$ cat config.mk
export PLATFORM = sky130hd
export DESIGN_NAME = mem_port_arbiter
export DESIGN_NICKNAME = d
export VERILOG_FILES = /design/src/rtl/mem_port_arbiter.sv
export SDC_FILE = /design/constraint.sdc
export NUM_CORES = 1
export LEC_CHECK = 0
export BUFFER_PORTS_ARGS = -buffer_cell sky130_fd_sc_hd__buf_4
export CAP_MARGIN = 15
export CORE_ASPECT_RATIO = 1.5
export CORE_UTILIZATION = 43
export CTS_BUF_LIST = sky130_fd_sc_hd__clkbuf_2 sky130_fd_sc_hd__clkbuf_4 sky130_fd_sc_hd__clkbuf_8
export DETAILED_ROUTE_END_ITERATION = 16
export PLACE_DENSITY = 0.79
export SYNTH_ARGS = -nofsm -noshare
export SYNTH_HDL_FRONTEND = slang
export SYNTH_SLANG_ARGS = --single-unit
$ cat constraint.sdc
create_clock -name clk -period 2.1 [get_ports clk]
set_clock_uncertainty 0.2 [all_clocks]
set_input_delay 0.315 -clock clk [delete_from_list [all_inputs] [get_ports clk]]
set_output_delay 0.315 -clock clk [all_outputs]
set_load 0.02 [all_outputs]
$ cat src/rtl/mem_port_arbiter.sv
// mem_port_arbiter: shares one single-ported unified memory between the
// IF-stage fetch port and the MEM-stage load/store port.
// The data port has priority. A fetch that is waiting when a data access
// completes is always served next, with no idle cycle in between.
// Optional feature: define MEM_ARB_TIMEOUT_EN to abort transactions that
// see no m_ack within TIMEOUT cycles and raise the sticky err flag.
module mem_port_arbiter #(
    parameter int AW      = 32,
    parameter int DW      = 32,
    parameter int TIMEOUT = 16
) (
    input  logic          clk,
    input  logic          rst_n,
    input  logic          if_req,
    input  logic [AW-1:0] if_addr,
    output logic [DW-1:0] if_rdata,
    output logic          if_ready,
    input  logic          d_req,
    input  logic          d_we,
    input  logic [AW-1:0] d_addr,
    input  logic [DW-1:0] d_wdata,
    output logic [DW-1:0] d_rdata,
    output logic          d_ready,
    output logic          stall_if,
    output logic          stall_mem,
    output logic          m_req,
    output logic          m_we,
    output logic [AW-1:0] m_addr,
    output logic [DW-1:0] m_wdata,
    input  logic [DW-1:0] m_rdata,
    input  logic          m_ack,
    output logic          err
);

    typedef enum logic [1:0] {
        IDLE  = 2'd0,
        DATA  = 2'd1,
        FETCH = 2'd2
    } state_t;

    state_t state_r;
    logic   d_elig_s;
    logic   if_elig_s;
    logic   timeout_s;

    // A requester cannot be granted again in the cycle its ready pulse is high.
    assign d_elig_s  = d_req & ~d_ready;
    assign if_elig_s = if_req & ~if_ready;

    assign stall_if  = if_req & ~if_ready;
    assign stall_mem = d_req & ~d_ready;

`ifdef MEM_ARB_TIMEOUT_EN
    localparam int CW = $clog2(TIMEOUT + 1);

    logic [CW-1:0] wait_cnt_r;
    logic          err_r;

    // The abort fires on the TIMEOUT-th busy cycle that sees no acknowledge.
    assign timeout_s = (state_r != IDLE) && !m_ack &&
                       (wait_cnt_r == CW'(TIMEOUT - 1));
    assign err       = err_r;

    // Wait counter restarts on every grant; the error flag is sticky until reset.
    always_ff @(posedge clk or negedge rst_n) begin
        if (!rst_n) begin
            wait_cnt_r <= '0;
            err_r      <= 1'b0;
        end else if (state_r == IDLE || m_ack || timeout_s) begin
            wait_cnt_r <= '0;
            err_r      <= err_r | timeout_s;
        end else begin
            wait_cnt_r <= wait_cnt_r + CW'(1);
            err_r      <= err_r;
        end
    end
`else
    logic unused_timeout_s;

    assign unused_timeout_s = TIMEOUT[0];
    assign timeout_s        = 1'b0;
    assign err              = 1'b0;
`endif

    // Arbitration FSM: owns every registered output of the memory bus and both ports.
    always_ff @(posedge clk or negedge rst_n) begin
        if (!rst_n) begin
            state_r  <= IDLE;
            m_req    <= 1'b0;
            m_we     <= 1'b0;
            m_addr   <= '0;
            m_wdata  <= '0;
            if_rdata <= '0;
            d_rdata  <= '0;
            if_ready <= 1'b0;
            d_ready  <= 1'b0;
        end else begin
            if_ready <= 1'b0;
            d_ready  <= 1'b0;
            case (state_r)
                IDLE: begin
                    if (d_elig_s) begin
                        m_req   <= 1'b1;
                        m_we    <= d_we;
                        m_addr  <= d_addr;
                        m_wdata <= d_wdata;
                        state_r <= DATA;
                    end else if (if_elig_s) begin
                        m_req   <= 1'b1;
                        m_we    <= 1'b0;
                        m_addr  <= if_addr;
                        state_r <= FETCH;
                    end else begin
                        m_req   <= 1'b0;
                        state_r <= IDLE;
                    end
                end
                DATA: begin
                    if (m_ack) begin
                        if (!m_we) begin
                            d_rdata <= m_rdata;
                        end else begin
                            d_rdata <= d_rdata;
                        end
                        d_ready <= 1'b1;
                        // A waiting fetch goes next so it never waits longer than one data access.
                        if (if_elig_s) begin
                            m_we    <= 1'b0;
                            m_addr  <= if_addr;
                            state_r <= FETCH;
                        end else begin
                            m_req   <= 1'b0;
                            state_r <= IDLE;
                        end
                    end else if (timeout_s) begin
                        d_rdata <= '0;
                        d_ready <= 1'b1;
                        m_req   <= 1'b0;
                        state_r <= IDLE;
                    end else begin
                        state_r <= DATA;
                    end
                end
                FETCH: begin
                    if (m_ack) begin
                        if_rdata <= m_rdata;
                        if_ready <= 1'b1;
                        if (d_elig_s) begin
                            m_we    <= d_we;
                            m_addr  <= d_addr;
                            m_wdata <= d_wdata;
                            state_r <= DATA;
                        end else begin
                            m_req   <= 1'b0;
                            state_r <= IDLE;
                        end
                    end else if (timeout_s) begin
                        if_rdata <= '0;
                        if_ready <= 1'b1;
                        m_req    <= 1'b0;
                        state_r  <= IDLE;
                    end else begin
                        state_r <= FETCH;
                    end
                end
                default: begin
                    m_req   <= 1'b0;
                    state_r <= IDLE;
                end
            endcase
        end
    end

endmodule

# After elaboration in Yosys (flattened, before gate mapping)
# Cells that the tools add are included.
# word_totals
latch_bits,0
in_bits,134
rom_bits,0
regBits,134
word_cells,60
ram_bits,0
output_inout_bits,135
n_memories,0
# classes
magnitude_cmp,0
n_mux,31
n_div,0
mul,0
bitwise,5
reduce_logical,8
n_eq_ne,7
addsub,0
n_shift,0
# ops
cell,count
$mux W32,7
$pmux W32 S3,1
$pmux W32 S2,1
$mux W1,15
$ne A2 B2 Y1 const B,5
$mux W2,4
$reduce_and A4 Y1,2
$pmux W1 S3,2
$pmux W2 S3,1
$reduce_and A2 Y1,2
$not A1 Y1,3
$reduce_and A3 Y1,1
$reduce_bool A3 Y1,1
$and A1 B1 Y1,2
$eq A2 B1 Y1 const B,1
$eq A2 B2 Y1 const B,1
$logic_not A2 Y1,1
$reduce_bool A2 Y1,1

# Depth between registers and ports, before layout
# Gate-level depths: netlist of the first run.
# logic_depth
word_depth,5
depth_mapped,8
mapped_depth_nobuf,7

# Worst setup path before layout of the first run
# No wires, ideal clock.
# synth_path
path_type,register to register
from,register state_r[0]
to,register m_addr[10]
slack_ns,0.041
path_stages_with_launch,7
required_ns,1.774
path_buffers,1
t_arrival_ns,1.733
synth_period_minus_slack_ns,2.059
setup_time_ns,0.126
cell_sequence,dfrtp_1 -> inv_1 -> ha_1 -> mux2i_1 -> nor3_4 -> buf_2 -> a221o_1
# synth_via
elab_chain_cells,3
elab_cells_between_ends,9
classes_between,5 x eq/ne; 1 x mux; 3 x reduce/logical
# synth_rtl
item,line_no,source
from (decl),41,state_t state_r;
from (signal assigned),88,state_r <= IDLE;
from (signal assigned),107,state_r <= DATA;
from (signal assigned),112,state_r <= FETCH;
"$eq A2 B2 Y1, or another cell as far along",100,case (state_r)
$ne A2 B2 Y1 (no line) or $reduce_bool A3 Y1 (tied branches),-,
$reduce_and A4 Y1 (no line),-,
to (signal assigned),105,m_addr <= d_addr;
to (signal assigned),111,m_addr <= if_addr;
to (signal assigned),129,m_addr <= if_addr;
to (decl),28,"output logic [AW-1:0] m_addr,"
# Parallel ways exist; a longest one is shown, timed or not.
# A chain may end at the register's enable or synchronous reset.

# Worst setup path in the final report of the first run
# layout_path
from,register state_r[1]
to,register m_addr[0]
# The elaborated chain is that of the path after synthesis.

==> flow_summary.json, run 1 <==
{
  "outcome": "finished, violations left",
  "violations": "setup timing",
  "holdPathStages": 3,
  "rsz0062_at_grt": "true",
  "grt_max_degree": 81,
  "io_pins": 269,
  "crit_start": "state_r[1]",
  "finalSetupViolations": 65,
  "gr-total-overflow": 0,
  "regToRegSetupSlack_ns": -0.17,
  "ir_worst_vdd_v": 0.001055,
  "start_util": 0.4463,
  "power.leakage_nw": 4.735,
  "ant_nets": 0,
  "clock-root-buffer": "clkbuf_8",
  "cts_buffers": 17,
  "syn_nets": 491,
  "dp_hpwl_um": 10910,
  "power_density_nw_per_um2": 1571,
  "ys_types": 32,
  "clock_latency_ns": 0.43,
  "routed_wirelength_um": 22400,
  "grt_pass1_vias": 5722,
  "dieArea_um2": 13000,
  "chipHeight_um": 139.1,
  "synth-edff-count": 0,
  "h-tree-depth": 4,
  "antenna_found_initial": 1,
  "regToRegEndpoint": "m_addr[0]",
  "gp_congestion": 0.8413,
  "dpl_worst_slack_ns": -0.5795,
  "final_nets": 924,
  "grt_pass1_wl_um": 30640,
  "clock.fmax_mhz": 440.3,
  "rr_startpoint": "state_r[1]",
  "grt_usage": 0.3166,
  "drv_slew": 0,
  "fin_ws_ns": -0.1712,
  "arrival_ns": 2.43,
  "wl_per_cell_um": 23.56,
  "dieWidth_um": 93.42,
  "hold_ws_ns": 0.01947,
  "post-route-drc-count": 0,
  "netlist_area_um2": 5390,
  "synthCells": 353,
  "ys_ff_latch": 134,
  "vias": 5148,
  "tns_ns": -6.176,
  "drtIter0Drc": 275,
  "post-route-period-util": 1.082,
  "yosysSeqAreaShare": 0.6221,
  "fp.coreArea_um2": 12080,
  "hold_class": "input pin to register",
  "clk_pin_slew_ns": 0.10,
  "hp-start": "d_addr[16]",
  "reg2reg_depth": 10,
  "synthToLayoutAreaGrowth_pct": 83.08,
  "cts_tree": "done",
  "yosysWarnings": 0,
  "ys_async_sr_fraction": 1.000,
  "avgSynthCellArea_um2": 15.27,
  "drive_above_1_share": 0.5947,
  "crit_required_ns": 2.26,
  "drv_cap": 0,
  "fp-row-count": 49,
  "min_period_ns": 2.271,
  "startpoint_type": "register",
  "finalHoldViolCount": 0,
  "vias_per_cell": 5.413,
  "critPathMaxFanout": 5,
  "final_util": 0.8171,
  "ys.flop_type": "dfrtp_1",
  "drt-pass1-iter-count": 6,
  "numPortBuffers": 267,
  "crit_type": "register to register",
  "clkSinkCount": 134,
  "cp-end-kind": "register",
  "hold_end": "m_addr[16]",
  "clockBufferDepth": 2
}
## stage by stage
step / total power, mW / cells / cell area [µm²]
after floorplan: 8.386 / 353 / 5390
after global placement: 11.11 / 773 / 7691
after detailed placement: 11.36 / 773 / 7691
after CTS: 14.51 / 940 / 9617
after global routing: 16.08 / 951 / 9868
final: 15.50 / 951 / 9868
## logic make-up (layout without fill, tap and decap cells)
family                     after synthesis  count (layout)  synth area share
DFF                                    134             134            0.6221
other                                    1               2         0.0006957
buffers and inverters                   27             466           0.02623
AOI/OAI and AO/OA                       43              47           0.08310
and+or+nand+nor                         46              47           0.05432
adders and majority gates                4               4          0.009285
muxes                                   98              98            0.2043
## critical path: stages, from the launching register on
cell and delay, ns:
dfrtp_1 0.42, inv_2 0.08, buf_6 0.12, ha_4 0.15, buf_6 0.12, o21ba_4 0.20, a2111oi_4 0.28, buf_6 0.20
buf_4 0.15, and2_1 0.13, a221o_1 0.16
## power by group
| part | switching (mW) | leakage [nW] | internal (mW) |
|---|---|---|---|
| clock network | 1.05 | 0.219 | 1.32 |
| registers | 0.862 | 1.62 | 3.85 |
| logic | 4.22 | 2.89 | 4.20 |
| total | 6.13 | 4.73 | 9.36 |
## Yosys cell counts, types with 2 or more instances
cell	n	area (µm²)
buf_6	3	33.78
buf_2	11	55.05
mux2_1	5	56.30
and2_1	33	206.5
inv_1	7	26.28
nor2_1	2	7.510
nand2_1	4	15.01
dfrtp_1	134	3353
mux2i_1	2	20.02
mux2_2	91	1025
ha_1	4	50.05
nand2b_1	3	18.77
clkbuf_1	4	15.01
a221o_1	32	320.3
## layout make-up
class / count / area [µm²]
timing repair buffer: 429 / 3746
sequential: 134 / 3353
fill: 605 / 2210
multi-input combinational: 197 / 2117
clock buffer: 18 / 247.7
tap: 153 / 191.4
clock inverter: 12 / 178.9
inverter: 7 / 31.28
antenna: 1 / 2.502
## flip-flops by register name, indices dropped and copies added (netlist names)
signal	cells
if_ready	1
m_we	1
m_addr	32
m_req	1
d_ready	1
m_wdata	32
if_rdata	32
state_r	2
d_rdata	32
## what timing repair did
action,CTS,global route
setup endpoints to repair,65,94
endpoints found under the hold margin,263,0
buffers inserted,8,5
gates resized for setup,25,44
hold buffers,124,0
pin swaps,28,35
cloned,5,8
## layout by cell type, fill, tap and decap left out, types with 4 or more instances in the layout
| cell | netlist | routed |
|---|---|---|
| buf_4 | 1 | 281 |
| buf_6 | 3 | 12 |
| clkinv_4 | 0 | 5 |
| buf_12 | 0 | 6 |
| dfrtp_1 | 134 | 134 |
| dlygate4sd3_1 | 0 | 124 |
| and2_1 | 33 | 12 |
| mux2_2 | 91 | 92 |
| clkbuf_8 | 0 | 18 |
| a221o_1 | 32 | 32 |
| o21bai_4 | 1 | 5 |
| clkbuf_16 | 0 | 5 |
| and2_4 | 0 | 21 |
| bufinv_16 | 0 | 4 |
## per-layer routing
metal,up-vias,wire [µm],GRT usage
li1,2148,-,-
met4,0,1269,0.1814
met3,103,2003,0.09156
met1,2548,7338,0.3306
met5,-,0,0
met2,349,11790,0.5561
## worst max path at each step
| stage | to | slack (ns) | depth (start not counted) |
|---|---|---|---|
| floorplan | m_addr[10] | 0.04 | 6 |
| global placement | m_addr[23] | -0.44 | 6 |
| detailed placement | m_addr[16] | -0.58 | 6 |
| CTS | m_addr[31] | -0.06 | 8 |
| global route | m_addr[15] | -0.27 | 10 |
| finish | m_addr[0] | -0.17 | 10 |
No activity file was read; power rests on OpenSTA's default activity.
==> run 2: changes to the inputs <==
--- a/config.mk
+++ b/config.mk
@@ -11,7 +11,7 @@
 export CORE_UTILIZATION = 43
 export CTS_BUF_LIST = sky130_fd_sc_hd__clkbuf_2 sky130_fd_sc_hd__clkbuf_4 sky130_fd_sc_hd__clkbuf_8
 export DETAILED_ROUTE_END_ITERATION = 16
-export PLACE_DENSITY = 0.79
+export PLACE_DENSITY_LB_ADDON = 0.12
 export SYNTH_ARGS = -nofsm -noshare
 export SYNTH_HDL_FRONTEND = slang
 export SYNTH_SLANG_ARGS = --single-unit
==> run 2 against run 1 <==
The flow still finishes with violations (setup timing); largest cell class unchanged; sequential power down 2%; critical path depth is 2 lower; hold slack improved by 0.11 ns; global-route usage shrank 3.3 points; combinational power is 5.0% lower; total power is 6.2% lower.
==> flow_summary.json, run 2 (synthesis gave the netlist of run 1 again) <==
{
  "outcome": "finished, violations left",
  "violations": "setup timing",
  "path_common_cell": "buf_6",
  "post-route-period-util": 1.054,
  "cts_tree": "done",
  "grt_max_degree": 39,
  "finalSetupViolations": 42,
  "ir_worst_vdd_v": 0.0008299,
  "drv_slew": 0,
  "clock-root-buffer": "clkbuf_8",
  "crit_required_ns": 2.21,
  "tns_ns": -2.042,
  "rsz0062_at_grt": "true",
  "crit_buf_inv": 4,
  "crit_start": "state_r[0]",
  "numPortBuffers": 267,
  "drive_above_1_share": 0.5590,
  "crit_chain": "inv_2 > buf_6 > ha_4 > mux2i_4 > buf_6 > buf_8 > o21bai_4 > a221o_1",
  "h-tree-depth": 4,
  "numPlacedInstances": 775,
  "grt_pass1_wl_um": 28010,
  "clk_pin_slew_ns": 0.08,
  "startpoint_type": "register",
  "drtIter0Drc": 216,
  "grt_usage": 0.2840,
  "hold_ws_ns": 0.1291,
  "gr-total-overflow": 0,
  "synthToLayoutAreaGrowth_pct": 81.52,
  "cp-end-kind": "register",
  "rr_startpoint": "state_r[0]",
  "min_period_ns": 2.213,
  "io_pins": 269,
  "antenna_found_initial": 1,
  "dieArea_um2": 13000,
  "cts_buffers": 17,
  "clock.fmax_mhz": 451.9,
  "drt-pass1-iter-count": 5,
  "critPathMaxFanout": 8,
  "fp.coreArea_um2": 12080,
  "gp_congestion": 0.7706,
  "final_nets": 930,
  "final_util": 0.8101,
  "arrival_ns": 2.32,
  "hold_class": "input pin to async pin",
  "fp-row-count": 49,
  "mostFrequentLayoutCell": "buf_4",
  "clock_latency_ns": 0.43,
  "clkSinkCount": 134,
  "start_util": 0.4463,
  "final_cells": 959,
  "post-route-drc-count": 0,
  "final_cell_mix": "buf_4, dfrtp_1, dlygate4sd3_1",
  "grt_pass1_vias": 5522,
  "slowest_stage": "dfrtp_1",
  "vias": 4924,
  "chipHeight_um": 139.1,
  "drv_cap": 0,
  "crit_type": "register to register",
  "routed_wirelength_um": 19070,
  "clockBufferDepth": 2,
  "wl_per_cell_um": 19.88,
  "fin_ws_ns": -0.1127,
  "dp_hpwl_um": 10460,
  "ant_nets": 0,
  "finalHoldViolCount": 0,
  "power.leakage_nw": 4.676,
  "dieWidth_um": 93.42,
  "vias_per_cell": 5.135,
  "crit_path_max_incr_delay_ns": 0.40,
  "power_density_nw_per_um2": 1486,
  "critPathTopFamily": "buffers and inverters"
}
[run 2: cell types whose count changed in the layout (fill, tap and decap cells not counted), sizes merged]
cell and change:
clkinvlp +6, dlygate4sd3 +7, inv +3, clkinv -3, bufinv -4, clkbuf -2
buf +1
[run 2: report_power, final]
part | switching, mW | internal, mW | total, mW
sequential | 0.764 | 3.85 | 4.61
clock | 1.08 | 0.853 | 1.93
combinational | 3.90 | 4.10 | 8.00
total | 5.74 | 8.80 | 14.5
[run 2: layer usage]
metal / track usage / share of wire / vias to the layer above
met4: 0.1709 / 0.047 / 0
li1: - / - / 2171
met2: 0.4977 / 0.54 / 260
met3: 0.08059 / 0.073 / 70
met5: 0 / 0 / -
met1: 0.2950 / 0.34 / 2423
[run 2: stage by stage]
step | power [mW] | worst slack [ns] | instance area (µm²)
after detailed placement | 11.34 | -0.5704 | 7710
final | 14.54 | -0.1127 | 9784
after floorplan | 8.386 | 0.04071 | 5390
after global routing | 15.19 | -0.1558 | 9784
after CTS | 14.11 | -0.06586 | 9643
after global placement | 11.12 | -0.4681 | 7710
[run 2: worst register-to-register path, cell delays in order (launching register included)]
cell	delay, ns
dfrtp_1	0.40
inv_2	0.07
buf_6	0.12
ha_4	0.28
mux2i_4	0.26
buf_6	0.15
buf_8	0.14
o21bai_4	0.14
a221o_1	0.35
[run 2: path summary, 6_finish.rpt]
kind                               endpoint  slack [ns]  depth (start not counted)
worst max-delay path             m_addr[28]       -0.11                          8
worst min-delay path            m_wdata[21]        0.13                          2
worst max register to register   m_addr[28]       -0.11                          8
worst min register to register   m_wdata[4]        0.29                          1
max in group asynchronous       d_rdata[20]        0.99                          3
min in group clk                      m_req        0.19                          5
[run 2: final cells by class]
class                           count  area, µm²
Antenna cell                        1      2.502
Clock buffer                       18      247.7
Clock inverter                     14      103.9
Fill cell                         664       2293
Inverter                            7      31.28
Multi-Input combinational cell    197       2028
Sequential cell                   134       3353
Tap cell                          153      191.4
Timing Repair Buffer              435       3826
[run 2: what timing repair did]
item,4_1_cts,5_1_grt
setup endpoints to repair,65,75
pin swaps,24,6
hold endpoints to repair,264,0
setup buffers,10,0
cloned,5,5
resized for setup,22,10
hold buffers,131,0
==> run 3: changes to the inputs <==
--- a/config.mk
+++ b/config.mk
@@ -7,8 +7,7 @@
 export LEC_CHECK = 0
 export BUFFER_PORTS_ARGS = -buffer_cell sky130_fd_sc_hd__buf_4
 export CAP_MARGIN = 15
-export CORE_ASPECT_RATIO = 1.5
-export CORE_UTILIZATION = 43
+export CORE_UTILIZATION = 51
 export CTS_BUF_LIST = sky130_fd_sc_hd__clkbuf_2 sky130_fd_sc_hd__clkbuf_4 sky130_fd_sc_hd__clkbuf_8
 export DETAILED_ROUTE_END_ITERATION = 16
 export PLACE_DENSITY_LB_ADDON = 0.12
==> constraint.sdc (replaced) <==
create_clock -name clk -period 2.7 [get_ports clk]
set_clock_uncertainty 0.2 [all_clocks]
set_input_delay 0.405 -clock clk [delete_from_list [all_inputs] [get_ports clk]]
set_output_delay 0.405 -clock clk [all_outputs]
set_load 0.02 [all_outputs]
==> run 3 against run 2 <==
The run now ends clean; sequential share of layout area grew 3.7 points; core utilization grew 4.9 points; fmax decreased by 12%; first-iteration DRC count up 17%; critical path depth is 3 lower; flip-flop and latch count stayed put; critical path type unchanged; critical endpoint is now m_addr[16].
==> flow_summary.json, run 3 (synthesis gave the netlist of run 1 again) <==
{
  "grtUsageMet2": 0.5700,
  "drtIter0Drc": 252,
  "vias_per_cell": 5.242,
  "fp-row-count": 37,
  "min_period_ns": 2.510,
  "rr_startpoint": "state_r[0]",
  "p_comb_frac": 0.501,
  "grt_pass1_vias": 4894,
  "chipHeight_um": 104.8,
  "io_pins": 269,
  "regToRegEndpoint": "m_addr[16]",
  "drv_slew": 0,
  "cts_buffers": 17,
  "power.leakage_nw": 4.294,
  "gp_congestion": 0.8120,
  "critPathMaxFanout": 33,
  "holdPathStages": 2,
  "outcome": "finished, final reports clean",
  "rsz0062_at_grt": "false",
  "final_nets": 851,
  "dp_hpwl_um": 10240,
  "routed_wirelength_um": 16870,
  "crit_type": "register to register",
  "internal_power_mw": 6.606,
  "hp-start": "m_rdata[5]",
  "gr-total-overflow": 0,
  "p_total_mw": 10.71,
  "pwr-share-clk": 0.166,
  "finalHoldViolCount": 0,
  "final_cell_mix": "buf_4, dfrtp_1, mux2_2",
  "synthToLayoutAreaGrowth_pct": 63.83,
  "busiest_layer": "met2",
  "startpoint_type": "register",
  "drv_cap": 0,
  "crit_required_ns": 2.81,
  "vias": 4519,
  "fp.coreArea_um2": 10280,
  "h-tree-depth": 4,
  "worstMarginPinSlew_ns": 0.8608,
  "clock-root-buffer": "clkbuf_8",
  "antenna_found_initial": 0,
  "grt_pass1_wl_um": 26450,
  "switchingPower_mw": 4.102,
  "maxSlewHeadroom": 0.4246,
  "ir_worst_vdd_v": 0.0007449,
  "clock_latency_ns": 0.42,
  "clk_pin_slew_ns": 0.08,
  "power_frac_seq": 0.333,
  "cts_tree": "done",
  "ant_nets": 0,
  "dieArea_um2": 10980,
  "mostFrequentLayoutCell": "buf_4",
  "hold_class": "input pin to register",
  "numPlacedInstances": 744,
  "post-route-period-util": 0.9298,
  "grt_usage": 0.3208,
  "power_switching_share": 0.3831,
  "power_density_nw_per_um2": 1213,
  "finalSetupViolations": 0,
  "drive_above_1_share": 0.5620,
  "arrival_ns": 2.63,
  "start_util": 0.5245,
  "reg2reg_depth": 5,
  "numPortBuffers": 267,
  "cp-end-kind": "register",
  "clkSinkCount": 134,
  "use_met1": 0.3615,
  "clockBufferDepth": 2,
  "wl_per_cell_um": 19.57,
  "grt_max_degree": 49,
  "drt-pass1-iter-count": 4,
  "regToRegSetupSlack_ns": 0.19,
  "n_antenna_cell": 0,
  "clock.fmax_mhz": 398.3,
  "final_cells": 862,
  "dieWidth_um": 104.8,
  "hold_end": "if_rdata[5]",
  "use_met3": 0.08671,
  "post-route-drc-count": 0
}
==> run 3: cell types whose count changed in the layout (fill, tap and decap cells not counted), moves of 3 or more <==
| cell | previous run | this run |
|---|---|---|
| dlygate4sd3_1 | 131 | 84 |
| buf_6 | 12 | 1 |
| buf_4 | 279 | 273 |
| buf_12 | 7 | 2 |
| clkinvlp_4 | 6 | 1 |
| clkbuf_4 | 0 | 4 |
| inv_1 | 3 | 7 |
| bufinv_16 | 0 | 3 |
| clkbuf_16 | 3 | 0 |
| inv_6 | 3 | 0 |
| o21bai_4 | 4 | 1 |
==> run 3: per-layer routing <==
metal / up-vias / share of wire
met2: 239 / 0.54
li1: 1993 / -
met5: - / 0
met1: 2242 / 0.36
met3: 45 / 0.076
met4: 0 / 0.033
==> run 3: cell type report <==
cell class	count	area [µm²]
Inverter	7	26.28
Clock buffer	24	305.3
Sequential cell	134	3353
Multi-Input combinational cell	193	1913
Fill cell	514	1446
Timing Repair Buffer	360	2942
Clock inverter	8	121.4
Tap cell	136	170.2
==> run 3: repair_timing <==
item	in CTS	in global routing
hold endpoints to repair	142	0
gates resized for setup	0	0
hold buffers	84	0
endpoints found under the setup margin	2	0
setup buffers	0	0
==> run 3: how the worst max path moves through the flow <==
stage	depth (start not counted)	to	startpoint	slack (ns)
final	5	m_addr[16]	state_r[0]	0.19
after global routing	5	m_addr[10]	state_r[0]	0.08
after CTS	6	m_addr[8]	state_r[1]	0.04
after detailed placement	6	m_addr[29]	state_r[1]	-0.007
after global placement	6	m_addr[0]	state_r[1]	0.1
after floorplan	6	m_addr[10]	state_r[0]	0.64
==> run 3: per-stage QoR <==
stage | worst slack, ns | util | setup TNS (ns) | instance area (µm²) | hold WS (ns)
floorplan | 0.6407 | - | 0 | 5390 | -0.09059
global placement | 0.09565 | 0.7339 | 0 | 7542 | 0.2592
detailed placement | -0.007464 | 0.7339 | -0.007464 | 7542 | 0.2650
CTS | 0.03576 | 0.8582 | 0 | 8820 | 0.0002870
global route | 0.08221 | 0.8593 | 0 | 8831 | 0.005264
finish | 0.1896 | 0.8593 | 0 | 8831 | 0.02359
==> run 3: worst max-delay path, stage by stage, from the launching register on <==
cell      delay, ns
dfrtp_1        0.38
inv_1          0.07
ha_1           0.35
mux2i_1        0.59
o21bai_4       0.39
a221o_1        0.42
==> run 3: power groups by stage <==
stage	logic, mW	clock network [mW]	registers, mW
floorplan	1.85	0	4.67
global placement	5.03	0	3.49
detailed placement	5.14	0	3.54
CTS	5.29	1.80	3.52
global route	5.62	1.89	3.69
finish	5.36	1.78	3.57
